===== config.mk =====
export PLATFORM = sky130hd
export DESIGN_NAME = ctrl_unit_flat
export DESIGN_NICKNAME = d
export VERILOG_FILES = /design/src/rtl/ctrl_unit_if.sv /design/src/rtl/ctrl_unit.sv /design/src/flat_wrapper.sv
export SDC_FILE = /design/constraint.sdc
export NUM_CORES = 1
export LEC_CHECK = 0
export CORE_ASPECT_RATIO = 0.9
export CORE_UTILIZATION = 45
export DETAILED_ROUTE_END_ITERATION = 12
export PLACE_DENSITY = 0.85
export SLEW_MARGIN = 20
export SYNTH_ARGS = -nofsm -noshare
export SYNTH_HDL_FRONTEND = slang
export SYNTH_SLANG_ARGS = --single-unit

===== constraint.sdc =====
create_clock -name clk_cu -period 1.7 [get_ports clk_cu]
set_input_delay 0.34 -clock clk_cu [delete_from_list [all_inputs] [get_ports clk_cu]]
set_output_delay 0.34 -clock clk_cu [all_outputs]
set_load 0.005 [all_outputs]

===== src/rtl/ctrl_unit_if.sv =====
// rtl/ctrl_unit_if.sv - control/status and program-memory bus between ctrl_unit and the accumulator datapath
// Optional input-wait handshake present only when CTRL_IN_WAIT_EN is defined.
interface ctrl_unit_if #(
  parameter int ADDR_W = 8
);
  logic              run_cu;
  logic [7:0]        mem_cu;
  logic              zero_cu;
  logic              pos_cu;
  logic [ADDR_W-1:0] pc_cu;
  logic [1:0]        muxsel_cu;
  logic [7:0]        imm_cu;
  logic              accwr_cu;
  logic [2:0]        rfaddr_cu;
  logic              rfwr_cu;
  logic [2:0]        alusel_cu;
  logic [1:0]        shiftsel_cu;
  logic              outen_cu;
  logic              halt_cu;
`ifdef CTRL_IN_WAIT_EN
  logic              in_vld_cu;
  logic              in_ack_cu;

  modport master (
    input  run_cu, mem_cu, zero_cu, pos_cu, in_vld_cu,
    output pc_cu, muxsel_cu, imm_cu, accwr_cu, rfaddr_cu, rfwr_cu,
           alusel_cu, shiftsel_cu, outen_cu, halt_cu, in_ack_cu
  );

  modport slave (
    output run_cu, mem_cu, zero_cu, pos_cu, in_vld_cu,
    input  pc_cu, muxsel_cu, imm_cu, accwr_cu, rfaddr_cu, rfwr_cu,
           alusel_cu, shiftsel_cu, outen_cu, halt_cu, in_ack_cu
  );
`else
  modport master (
    input  run_cu, mem_cu, zero_cu, pos_cu,
    output pc_cu, muxsel_cu, imm_cu, accwr_cu, rfaddr_cu, rfwr_cu,
           alusel_cu, shiftsel_cu, outen_cu, halt_cu
  );

  modport slave (
    output run_cu, mem_cu, zero_cu, pos_cu,
    input  pc_cu, muxsel_cu, imm_cu, accwr_cu, rfaddr_cu, rfwr_cu,
           alusel_cu, shiftsel_cu, outen_cu, halt_cu
  );
`endif
endinterface


===== src/rtl/ctrl_unit.sv =====
// rtl/ctrl_unit.sv - multi-cycle fetch/operand/execute control unit for the 8-bit accumulator datapath
// Define CTRL_IN_WAIT_EN to make IN wait for in_vld_cu and acknowledge with in_ack_cu.
module ctrl_unit #(
  parameter int ADDR_W   = 8,
  parameter int RESET_PC = 0
) (
  input  logic        clk_cu,
  input  logic        rst_cu,
  ctrl_unit_if.master bus
);

  typedef enum logic [1:0] {
    S_FETCH   = 2'd0,
    S_OPERAND = 2'd1,
    S_EXEC    = 2'd2,
    S_HALT    = 2'd3
  } state_t;

  localparam logic [3:0] OP_NOP = 4'h0;
  localparam logic [3:0] OP_LDA = 4'h1;
  localparam logic [3:0] OP_STA = 4'h2;
  localparam logic [3:0] OP_LDI = 4'h3;
  localparam logic [3:0] OP_JMP = 4'h4;
  localparam logic [3:0] OP_JZ  = 4'h5;
  localparam logic [3:0] OP_JP  = 4'h6;
  localparam logic [3:0] OP_ADD = 4'h7;
  localparam logic [3:0] OP_SUB = 4'h8;
  localparam logic [3:0] OP_AND = 4'h9;
  localparam logic [3:0] OP_OR  = 4'hA;
  localparam logic [3:0] OP_NOT = 4'hB;
  localparam logic [3:0] OP_IDC = 4'hC;
  localparam logic [3:0] OP_SHF = 4'hD;
  localparam logic [3:0] OP_IN  = 4'hE;
  localparam logic [3:0] OP_SYS = 4'hF;

  localparam logic [ADDR_W-1:0] PC_RST = ADDR_W'(RESET_PC);
  localparam logic [ADDR_W-1:0] PC_ONE = ADDR_W'(1);

  state_t            state_q, state_d;
  logic [ADDR_W-1:0] pc_q, pc_d;
  logic [7:0]        ir_q, ir_d;
  logic [7:0]        opr_q, opr_d;

  logic [3:0]        opcode;
  logic [3:0]        fetch_op;
  logic [ADDR_W-1:0] jmp_tgt;
  logic              in_ready;
  logic              unused_ir3;

  logic [1:0]        muxsel;
  logic              accwr;
  logic              rfwr;
  logic [2:0]        alusel;
  logic [1:0]        shiftsel;
  logic              outen;
  logic              halt;
  logic              in_ack;

  assign opcode     = ir_q[7:4];
  assign fetch_op   = bus.mem_cu[7:4];
  assign jmp_tgt    = opr_q[ADDR_W-1:0];
  assign unused_ir3 = ir_q[3];

`ifdef CTRL_IN_WAIT_EN
  assign in_ready = bus.in_vld_cu;
`else
  assign in_ready = 1'b1;
`endif

  always_ff @(posedge clk_cu or negedge rst_cu) begin
    if (!rst_cu) begin
      state_q <= S_FETCH;
      pc_q    <= PC_RST;
      ir_q    <= 8'h00;
      opr_q   <= 8'h00;
    end else begin
      state_q <= state_d;
      pc_q    <= pc_d;
      ir_q    <= ir_d;
      opr_q   <= opr_d;
    end
  end

  always_comb begin
    state_d = state_q;
    pc_d    = pc_q;
    ir_d    = ir_q;
    opr_d   = opr_q;
    unique case (state_q)
      S_FETCH: begin
        if (bus.run_cu) begin
          ir_d = bus.mem_cu;
          pc_d = pc_q + PC_ONE;
          if (fetch_op == OP_LDI || fetch_op == OP_JMP ||
              fetch_op == OP_JZ  || fetch_op == OP_JP)
            state_d = S_OPERAND;
          else
            state_d = S_EXEC;
        end
      end
      S_OPERAND: begin
        opr_d   = bus.mem_cu;
        pc_d    = pc_q + PC_ONE;
        state_d = S_EXEC;
      end
      S_EXEC: begin
        state_d = S_FETCH;
        case (opcode)
          OP_JMP: pc_d = jmp_tgt;
          OP_JZ:  if (bus.zero_cu) pc_d = jmp_tgt;
          OP_JP:  if (bus.pos_cu)  pc_d = jmp_tgt;
          OP_IN:  if (!in_ready)   state_d = S_EXEC;
          OP_SYS: if (ir_q[0])     state_d = S_HALT;
          default: ;
        endcase
      end
      S_HALT: state_d = S_HALT;
      default: state_d = S_FETCH;
    endcase
  end

  // Controls are decoded only in EXEC so a reset clears them combinationally via state_q.
  always_comb begin
    muxsel   = 2'b00;
    accwr    = 1'b0;
    rfwr     = 1'b0;
    alusel   = 3'b000;
    shiftsel = 2'b00;
    outen    = 1'b0;
    in_ack   = 1'b0;
    halt     = (state_q == S_HALT);
    if (state_q == S_EXEC) begin
      case (opcode)
        OP_LDA: begin muxsel = 2'b01; accwr = 1'b1; end
        OP_STA: rfwr = 1'b1;
        OP_LDI: begin muxsel = 2'b11; accwr = 1'b1; end
        OP_ADD: begin alusel = 3'b001; accwr = 1'b1; end
        OP_SUB: begin alusel = 3'b010; accwr = 1'b1; end
        OP_AND: begin alusel = 3'b011; accwr = 1'b1; end
        OP_OR:  begin alusel = 3'b100; accwr = 1'b1; end
        OP_NOT: begin alusel = 3'b101; accwr = 1'b1; end
        OP_IDC: begin alusel = ir_q[0] ? 3'b111 : 3'b110; accwr = 1'b1; end
        OP_SHF: begin shiftsel = ir_q[1:0]; accwr = 1'b1; end
        OP_IN: begin
          muxsel = 2'b10;
          accwr  = in_ready;
          in_ack = in_ready;
        end
        OP_SYS: outen = ~ir_q[0];
        default: ;
      endcase
    end
  end

  assign bus.pc_cu       = pc_q;
  assign bus.imm_cu      = opr_q;
  assign bus.rfaddr_cu   = ir_q[2:0];
  assign bus.muxsel_cu   = muxsel;
  assign bus.accwr_cu    = accwr;
  assign bus.rfwr_cu     = rfwr;
  assign bus.alusel_cu   = alusel;
  assign bus.shiftsel_cu = shiftsel;
  assign bus.outen_cu    = outen;
  assign bus.halt_cu     = halt;
`ifdef CTRL_IN_WAIT_EN
  assign bus.in_ack_cu   = in_ack;
`else
  logic unused_in_ack;
  assign unused_in_ack = in_ack;
`endif

endmodule


===== src/flat_wrapper.sv =====
// flat-port wrapper written by rule: the top's interface ports become plain ports
module ctrl_unit_flat 
#(
  parameter int ADDR_W   = 8,
  parameter int RESET_PC = 0
)
  (clk_cu, rst_cu, bus_run_cu, bus_mem_cu, bus_zero_cu, bus_pos_cu, bus_pc_cu, bus_muxsel_cu, bus_imm_cu, bus_accwr_cu, bus_rfaddr_cu, bus_rfwr_cu, bus_alusel_cu, bus_shiftsel_cu, bus_outen_cu, bus_halt_cu);
  ctrl_unit_if #(.ADDR_W(ADDR_W)) bus_i ();
  input  logic clk_cu;
  input  logic rst_cu;
  input wire logic [$bits(bus_i.run_cu)-1:0] bus_run_cu;
  input wire logic [$bits(bus_i.mem_cu)-1:0] bus_mem_cu;
  input wire logic [$bits(bus_i.zero_cu)-1:0] bus_zero_cu;
  input wire logic [$bits(bus_i.pos_cu)-1:0] bus_pos_cu;
  output wire logic [$bits(bus_i.pc_cu)-1:0] bus_pc_cu;
  output wire logic [$bits(bus_i.muxsel_cu)-1:0] bus_muxsel_cu;
  output wire logic [$bits(bus_i.imm_cu)-1:0] bus_imm_cu;
  output wire logic [$bits(bus_i.accwr_cu)-1:0] bus_accwr_cu;
  output wire logic [$bits(bus_i.rfaddr_cu)-1:0] bus_rfaddr_cu;
  output wire logic [$bits(bus_i.rfwr_cu)-1:0] bus_rfwr_cu;
  output wire logic [$bits(bus_i.alusel_cu)-1:0] bus_alusel_cu;
  output wire logic [$bits(bus_i.shiftsel_cu)-1:0] bus_shiftsel_cu;
  output wire logic [$bits(bus_i.outen_cu)-1:0] bus_outen_cu;
  output wire logic [$bits(bus_i.halt_cu)-1:0] bus_halt_cu;
  assign bus_i.run_cu = bus_run_cu;
  assign bus_i.mem_cu = bus_mem_cu;
  assign bus_i.zero_cu = bus_zero_cu;
  assign bus_i.pos_cu = bus_pos_cu;
  assign bus_pc_cu = bus_i.pc_cu;
  assign bus_muxsel_cu = bus_i.muxsel_cu;
  assign bus_imm_cu = bus_i.imm_cu;
  assign bus_accwr_cu = bus_i.accwr_cu;
  assign bus_rfaddr_cu = bus_i.rfaddr_cu;
  assign bus_rfwr_cu = bus_i.rfwr_cu;
  assign bus_alusel_cu = bus_i.alusel_cu;
  assign bus_shiftsel_cu = bus_i.shiftsel_cu;
  assign bus_outen_cu = bus_i.outen_cu;
  assign bus_halt_cu = bus_i.halt_cu;
  ctrl_unit #(.ADDR_W(ADDR_W), .RESET_PC(RESET_PC)) u_core (.clk_cu(clk_cu), .rst_cu(rst_cu), .bus(bus_i));
endmodule

==> metrics, run 1 <==
status complete, but fails checks; violated checks negative setup slack; Slowest-stage cell, CP dfrtp_1; CP Data Arrival Time 1630 ps; worst skew pair latency 330 ps; relative slew slack 55.2%; fin area 0.00239 sq mm; clock sink total 25; Worst path max stage delay 400 ps; Total Nets Final 258; hpwl dp 2.90 mm; Final ANT Viol Nets 0; die width 61.6 um; RSZ-0062 raised after global routing true; vias in the first global route 1620; post-route clock period utilization 116%; syn_nets 176; Die Y 55.6 um; Syn Inst Count 162; CTS Buffer Depth 2; most frequent cells in the layout 35 x nand2_1, 32 x buf_4, 31 x clkdlybuf4s50_1, 18 x dfrtp_1, 12 x buf_6; TritonCTS Buffers 3; # fillers 207; commonest non-fill, non-tap cell in the layout nand2_1; clock tree from TritonCTS done; max cap viols 0; largest cells by area after synthesis dfrtp_1 44%, nand2_1 9.7%, mux2_2 4.7%; warnings from Yosys 0; Seq pwr share 29.0%; wire per inst 18.9 um; FP Rows 19; Critical Path RT 1360 ps; final worst setup slack -271 ps; VDD IR-drop max 984 uV; Combinational Power Share 64.6%; HP Class input port to async pin; initial antenna violation count 0; core area 0.00304 sq mm; Crit Path Max Fanout 5; CTS H-tree lvls 1; DRT Pass-1 Iters 4; clock slew at reported path FFs 150 ps; Synth cell types 41; final setup fails 23; vias after detailed routing 1686; setup TNS -2600 ps; CP endpoint kind primary output; first-pass GRT wire length 7.87 mm; pwr dens 1780 mW/mm^2; Post-DP Area 0.00195 sq mm; max-slew violations 0; Seq cells post-synth 25; Synth area leader dfrtp_1; Clock Power Share 6.4%; number of synthesized flops with an enable pin 0; Slew @ Worst Pin 670 ps; Tot GR Track Use 31.1%; RePlAce Congestion 0.862; pin count of the biggest net entering global routing 26; DRC 0; number of buffers and inverters on the critical path 3; Seq/Total Area, Yosys 43.6%; I/O pin count 43; Synth Cell Area 0.00144 sq mm; Port-buffer cells 42; initial core utilization 47.2%; Worst setup SP type register; Crit Path Class register to primary output; switching share of power 40.4%; post-synth top area share 43.6%; clock root buffer clkbuf_4; syn avg cell area 8.87 sq um; share of layout cells above drive strength 1 40.3%; antenna diode count 0; Post-synth top flop dfrtp_1; Initial DRC Count 157; cells along the critical path and2b_2 -> buf_4 -> buf_6 -> nand2_2 -> a211oi_2 -> buf_2; Hold Fails Final Rpt 0; die footprint 0.00342 sq mm; Fmax 507 MHz; clk_skew 17.9 ps; Static Leakage 1.08 nW; Synth-to-Final Area Change 66.3%; sw power 0.00172 W; Internal 0.00253 W; GRT overflow 0; Async SR Flop Fraction 100%; via density per instance 5.92; final wirelength 5.40 mm; delay-heaviest family, CP flip-flops; Final min period 1970 ps
layer usage:
layer | up-vias | wire [um] | track usage, %
met5 | - | 0 | 0
met4 | 0 | 212 | 14.0
met3 | 23 | 444 | 6.05
li1 | 734 | - | -
met2 | 109 | 2690 | 48.7
met1 | 820 | 2050 | 40.8
cells by family after synthesis:
kind of cell	after synthesis	share of synthesized area (%)
fa+ha+maj	1	0.871
xor+xnor	1	0.610
buf+inv	15	6.10
compound gates	34	16.1
mux	8	6.10
flops	25	43.6
simple gates	78	26.7
registers in the layout, summed over array words and instances (netlist names):
signal / count
u_core.bus.imm_cu: 8
u_core.ir_q: 7
u_core.state_q: 2
u_core.bus.pc_cu: 8
cells in the mapped netlist (2+ instances only):
master / count
nand2_1: 37
dfrtp_1: 25
nor2_1: 12
a21oi_1: 7
o21ai_0: 7
clkbuf_1: 6
mux2_2: 6
nand3_1: 5
a2bb2oi_1: 4
buf_4: 4
nor3b_1: 4
o21ai_1: 4
nand4_1: 3
o22ai_1: 3
a21oi_2: 2
and2_1: 2
and3_1: 2
buf_6: 2
inv_1: 2
mux2i_1: 2
nand2b_1: 2
nor4_1: 2
path summary, 6_finish.rpt:
| path | startpoint | to | slack (ps) | cells past startpoint |
|---|---|---|---|---|
| worst max-delay path | u_core.state_q[0] | bus_alusel_cu[1] | -270 | 6 |
| worst min-delay path | rst_cu | u_core.bus.imm_cu[6] | 350 | 2 |
| worst max register to register | u_core.ir_q[7] | u_core.bus.pc_cu[5] | -90 | 7 |
| worst min register to register | u_core.bus.imm_cu[0] | u_core.bus.imm_cu[0] | 530 | 2 |
| max in group asynchronous | rst_cu | u_core.bus.pc_cu[0] | 1060 | 2 |
| min in group clk_cu | u_core.bus.imm_cu[0] | u_core.bus.imm_cu[0] | 530 | 2 |
power by group through the flow:
stage / combinational (W) / sequential (W) / clock [W]
final: 0.00274 / 0.00123 / 0.000273
after detailed placement: 0.00176 / 0.00123 / 0
after CTS: 0.00230 / 0.00121 / 0.000271
after floorplan: 0.000991 / 0.00111 / 0
after global placement: 0.00167 / 0.00120 / 0
after global routing: 0.00291 / 0.00126 / 0.000301
repair_timing:
action                                  4_1_cts  5_1_grt
buffers inserted                             19       14
endpoints found under the setup margin       18       27
endpoints found under the hold margin         0        0
pin swaps                                    13       11
resized for setup                            73       25
hold buffers                                  0        0
cloned                                        2        0
layout make-up:
type	count	area (sq um)	area share, %
Timing Repair Buffer	89	793	33.2
Inverter	2	7.51	0.314
Multi-Input combinational cell	123	875	36.6
Tap cell	42	52.6	2.20
Clock buffer	4	26.3	1.10
Sequential cell	25	634	26.6
metrics by stage:
step	utilization, %	hold slack (ps)	power (W)	std cells	worst slack [ps]
finish	78.5	351	0.00425	285	-271
global route	78.5	385	0.00447	285	-425
global placement	64.1	491	0.00287	249	-163
detailed placement	64.1	494	0.00299	249	-236
floorplan	-	44.4	0.00210	162	18.6
CTS	73.6	377	0.00378	274	-156
No activity file was read; power rests on OpenSTA's default activity.
==> run 2: changes to the inputs <==
- PLACE_DENSITY: 0.85 -> 0.77
==> metrics, run 2 (synthesized netlist as in run 1, its figures left out) <==
wire per inst 17.2 um (-9.1%); Final min period 2080 ps (+108 ps); Total Nets Final 265 (+2.7%); dpl ws -199 ps (+37.2 ps); I/O pin count 43 (unchanged); DRC 0 (unchanged); HP Class input port to async pin; Clock Power Share 6.9% (+0.5 points); VDD IR-drop max 1070 uV (+8.6%); core area 0.00304 sq mm (unchanged); DRT Pass-1 Iters 4 (unchanged); Combinational Power Share 64.9% (+0.3 points); clock tree from TritonCTS done; die footprint 0.00342 sq mm (unchanged); relative slew slack 63.7% (+8.5 points); R2R depth 6 (-1); CP endpoint kind primary output; status complete, but fails checks; FP Rows 19 (unchanged); post-route clock period utilization 122% (+6.4 points); share of layout cells above drive strength 1 45.2% (+4.9 points); pwr dens 1750 mW/mm^2 (-1.4%); GRT overflow 0 (unchanged); final worst setup slack -379 ps (-108 ps); clock sink total 25 (unchanged); CTS Buffer Depth 2 (unchanged); commonest non-fill, non-tap cell in the layout buf_4; TritonCTS Buffers 3 (unchanged); RSZ-0062 raised after global routing true; clk_skew 12.4 ps (-5.50 ps); RePlAce Congestion 0.853 (-1.1%); worst skew pair latency 350 ps (+20 ps); Tot GR Track Use 27.2% (-3.9 points); max cap viols 0 (unchanged); vias after detailed routing 1633 (-3.1%); initial core utilization 47.2% (unchanged); die width 61.6 um (unchanged); switching share of power 39.4% (-1.0 points); Fmax 481 MHz (-5.2%); Hold Fails Final Rpt 0 (unchanged); Critical Path RT 1360 ps (about the same); final wirelength 5.03 mm (-6.8%); via density per instance 5.59 (-5.5%); most frequent cells in the layout 41 x buf_4, 33 x nand2_1, 30 x clkdlybuf4s50_1, 18 x dfrtp_1, 13 x buf_6; final setup fails 24 (+4.3%); Die Y 55.6 um (unchanged); Internal 0.00260 W (+2.8%); antenna diode count 0 (unchanged); Final ANT Viol Nets 0 (unchanged); first-pass GRT wire length 6.89 mm (-12%); Seq pwr share 28.2% (-0.8 points); clock slew at reported path FFs 150 ps (about the same); Worst setup SP type register; violated checks negative setup slack; reg2reg setup slack -140 ps (-50 ps); max-slew violations 0 (unchanged); sw power 0.00169 W (-1.6%); CTS H-tree lvls 1 (unchanged); CP Data Arrival Time 1740 ps (+110 ps); Power Total 0.00429 W (+1.0%); hpwl dp 2.66 mm (-8.5%); # fillers 187 (-9.7%); Slew @ Worst Pin 544 ps (-127 ps); Crit Path Max Fanout 4 (-1); initial antenna violation count 0 (unchanged); clock root buffer clkbuf_4; Initial DRC Count 115 (-27%); Static Leakage 1.11 nW (+3.3%); vias in the first global route 1414 (-13%); pin count of the biggest net entering global routing 26 (unchanged); Port-buffer cells 42 (unchanged); Crit Path Class register to primary output; Synth-to-Final Area Change 70.4%
-- run 2: changes by cell type in the layout (fill, tap and decap cells not counted), sizes merged --
cell,change
buf,+9
clkbuf,-2
clkdlybuf4s15,-1
clkdlybuf4s50,-1
clkinvlp,+1
dlymetal6s2s,+1
-- run 2: worst paths after layout --
check,startpoint,endpoint
worst min register to register,u_core.bus.imm_cu[6],u_core.bus.imm_cu[6]
worst max-delay path,u_core.state_q[0],bus_shiftsel_cu[1]
worst min-delay path,rst_cu,u_core.bus.pc_cu[3]
min in group clk_cu,bus_mem_cu[3],u_core.bus.imm_cu[3]
max in group asynchronous,rst_cu,u_core.ir_q[6]
worst max register to register,u_core.state_q[1],u_core.bus.pc_cu[0]
-- run 2: power groups by stage --
stage | combinational, W | sequential [W] | clock [W]
6_report | 0.00278 | 0.00121 | 0.000295
5_1_grt | 0.00299 | 0.00125 | 0.000315
4_1_cts | 0.00222 | 0.00118 | 0.000300
3_5_place_dp | 0.00181 | 0.00121 | 0
3_3_place_gp | 0.00176 | 0.00119 | 0
2_1_floorplan | 0.000991 | 0.00111 | 0
-- run 2: worst max-delay path, cell delays in order (launching register included) --
cell	delay, ps
dfrtp_1	440
and2b_2	280
nand4_1	190
buf_4	190
nor3b_2	170
buf_2	130
-- run 2: layer usage --
layer  part of all wire, %  routed length (um)  track usage, %
met2                    49                2460            41.3
met1                    42                2140            38.3
met3                   5.5                 277            4.42
met5                     0                   0               0
met4                   3.1                 154            10.8
-- run 2: metrics by stage --
step	std cells	hold WS (ps)	area (sq um)	TNS, ps	utilization, %
after global placement	254	488	1990	-2070	65.3
after detailed placement	254	501	1990	-2620	65.3
after CTS	275	336	2210	-947	72.8
final	292	328	2450	-3360	80.4
after global routing	292	368	2450	-4160	80.4
after floorplan	162	44.4	1440	0	-
-- run 2: repair_timing --
| item | 4_1_cts | 5_1_grt |
|---|---|---|
| pin swaps | 12 | 13 |
| setup buffers | 16 | 17 |
| hold buffers | 0 | 0 |
| resized for setup | 75 | 29 |
| setup endpoints to repair | 18 | 28 |
| gates cloned | 1 | 0 |
-- run 2: cell type report --
| cell class | instances | area [sq um] | area share, % |
|---|---|---|---|
| clock buffers | 3 | 22.5 | 0.920 |
| multi-input cells | 123 | 886 | 36.2 |
| clock inverters | 1 | 7.51 | 0.307 |
| inverters | 2 | 7.51 | 0.307 |
| well taps | 42 | 52.6 | 2.15 |
| repair buffers | 96 | 837 | 34.2 |
| flip-flops and latches | 25 | 634 | 25.9 |
==> run 3: changes to the inputs <==
- CORE_ASPECT_RATIO: 0.9 -> 1.75
==> metrics, run 3 (synthesized netlist as in run 1, its figures left out) <==
initial core utilization 48.0% (+0.79 points); I/O pin count 43 (unchanged); post-route clock period utilization 109% (-14 points); vias after detailed routing 1487 (-8.9%); wire per inst 15.7 um (-8.9%); Fmax 541 MHz (+12%); clock root buffer clkbuf_8; first-pass GRT wire length 6.58 mm (-4.5%); Synth-to-Final Area Change 56.2%; Initial DRC Count 31 (-73%); clk_skew 5.03 ps (-7.34 ps); CTS Buffer Depth 2 (unchanged); final worst setup slack -149 ps (+230 ps); TritonCTS Buffers 3 (unchanged); die width 44.7 um (-27%); CP endpoint kind primary output; dpl ws -259 ps (-59.5 ps); relative slew slack 60.2% (-3.5 points); R2R depth 5 (-1); Final min period 1850 ps (-230 ps); clock slew at reported path FFs 90 ps (-60 ps); max-slew violations 0 (unchanged); RR Endpoint u_core.bus.pc_cu[0]; Port-buffer cells 42 (unchanged); Crit Path Class register to primary output; Total Nets Final 245 (-7.5%); final wirelength 4.27 mm (-15%); share of layout cells above drive strength 1 35.7% (-9.5 points); commonest non-fill, non-tap cell in the layout nand2_1; die footprint 0.00343 sq mm (+0.23%); routed wl met3 116 um (-58%); WL met1 1.58 mm (-26%); most frequent cells in the layout 35 x nand2_1, 31 x clkdlybuf4s50_1, 23 x buf_4, 22 x dfrtp_1; Hold Fails Final Rpt 0 (unchanged); initial antenna violation count 0 (unchanged); DRC 0 (unchanged); FP Rows 26 (+7); status complete, but fails checks; violated checks negative setup slack; Die Y 76.7 um (+38%); Critical Path RT 1360 ps (about the same); DR WL met2 2.45 mm (-0.77%); max cap viols 0 (unchanged); pwr dens 1760 mW/mm^2 (+0.21%); DRT Pass-1 Iters 4 (unchanged); pin count of the biggest net entering global routing 26 (unchanged); clock sink total 25 (unchanged); clock tree from TritonCTS done; Max Used Layer met4; HP Class input port to async pin; Worst path max stage delay 400 ps (-40 ps); setup TNS -678 ps (+2680 ps); hpwl dp 2.74 mm (+3.2%); Crit Path Max Fanout 3 (-1); Finished Core Util 75.0% (-5.5 points); RePlAce Congestion 0.850 (-0.42%); antenna diode count 0 (unchanged); worst flop-to-flop path startpoint u_core.ir_q[4]; Final ANT Viol Nets 0 (unchanged); Slew @ Worst Pin 596 ps (+52.3 ps); CP Data Arrival Time 1510 ps (-230 ps); cells along the critical path and2b_2 -> nand4_1 -> buf_4 -> nor3b_2 -> buf_2; core area 0.00299 sq mm (-1.6%); reg2reg setup slack 10 ps (+150 ps); via density per instance 5.47 (-2.2%); Worst setup SP type register; Static Leakage 0.999 nW (-10%); # fillers 216 (+16%); Slowest-stage cell, CP dfrtp_1; VDD IR-drop max 1210 uV (+13%); RSZ-0062 raised after global routing true; vias in the first global route 1473 (+4.2%); Tot GR Track Use 25.1% (-2.1 points); Power Total 0.00394 W (-8.1%); CTS H-tree lvls 1 (unchanged); worst skew pair latency 270 ps (-80 ps); GRT overflow 0 (unchanged); final setup fails 7 (-71%); hold buffers post-CTS 0 (unchanged); Hold WS 427 ps (+98.7 ps)
-- run 3: cell types whose count changed in the layout (fill, tap and decap cells not counted), sizes merged --
cell	change
clkbuf	-1
clkdlybuf4s50	+1
buf	-20
dlygate4sd2	+1
dlymetal6s2s	-1
-- run 3: power breakdown --
part           total (W)  internal [W]  switching (W)
Sequential       0.00119      0.000879       0.000310
Combinational    0.00238       0.00137        0.00101
Clock           0.000367      0.000166       0.000201
Total            0.00394       0.00242        0.00152
-- run 3: worst max path at each step --
stage / start / endpoint / slack (ps) / cells past startpoint
final: u_core.state_q[0] / bus_outen_cu / -150 / 5
after detailed placement: u_core.state_q[0] / bus_shiftsel_cu[1] / -260 / 4
after global routing: u_core.state_q[0] / bus_shiftsel_cu[1] / -220 / 5
after global placement: u_core.state_q[0] / bus_shiftsel_cu[0] / -170 / 4
after floorplan: u_core.state_q[0] / bus_shiftsel_cu[0] / 20 / 5
after CTS: u_core.state_q[0] / bus_shiftsel_cu[1] / -130 / 5
-- run 3: what timing repair did --
item                                    CTS  global route
endpoints found under the setup margin   13            15
resized for setup                        63            19
setup buffers                            11             4
cloned                                    1             0
pin swaps                                 9             7
-- run 3: layout make-up --
cell class / instances / area [sq um] / share of cell area (%)
Multi-Input combinational cell: 123 / 831 / 37.0
Timing Repair Buffer: 76 / 674 / 30.1
Sequential cell: 25 / 629 / 28.1
Tap cell: 42 / 52.6 / 2.34
Clock buffer: 3 / 41.3 / 1.84
Clock inverter: 1 / 7.51 / 0.335
Inverter: 2 / 7.51 / 0.335
-- run 3: metal layers --
layer / up-vias / global-route usage (%)
met2: 39 / 45.0
met4: 0 / 10.0
met3: 12 / 2.59
li1: 701 / -
met5: - / 0
met1: 735 / 28.8
-- run 3: worst max-delay path: cells and delay by family, from the launching register on --
family,cells,cell delay [ps]
buf+inv,2,300
flops,1,400
simple gates,3,540
-- run 3: per-stage QoR --
stage                     instance area (sq um)  std cells
after floorplan                            1440        162
after global placement                     1990        254
after detailed placement                   1990        254
after CTS                                  2150        269
after global routing                       2240        272
final                                      2240        272
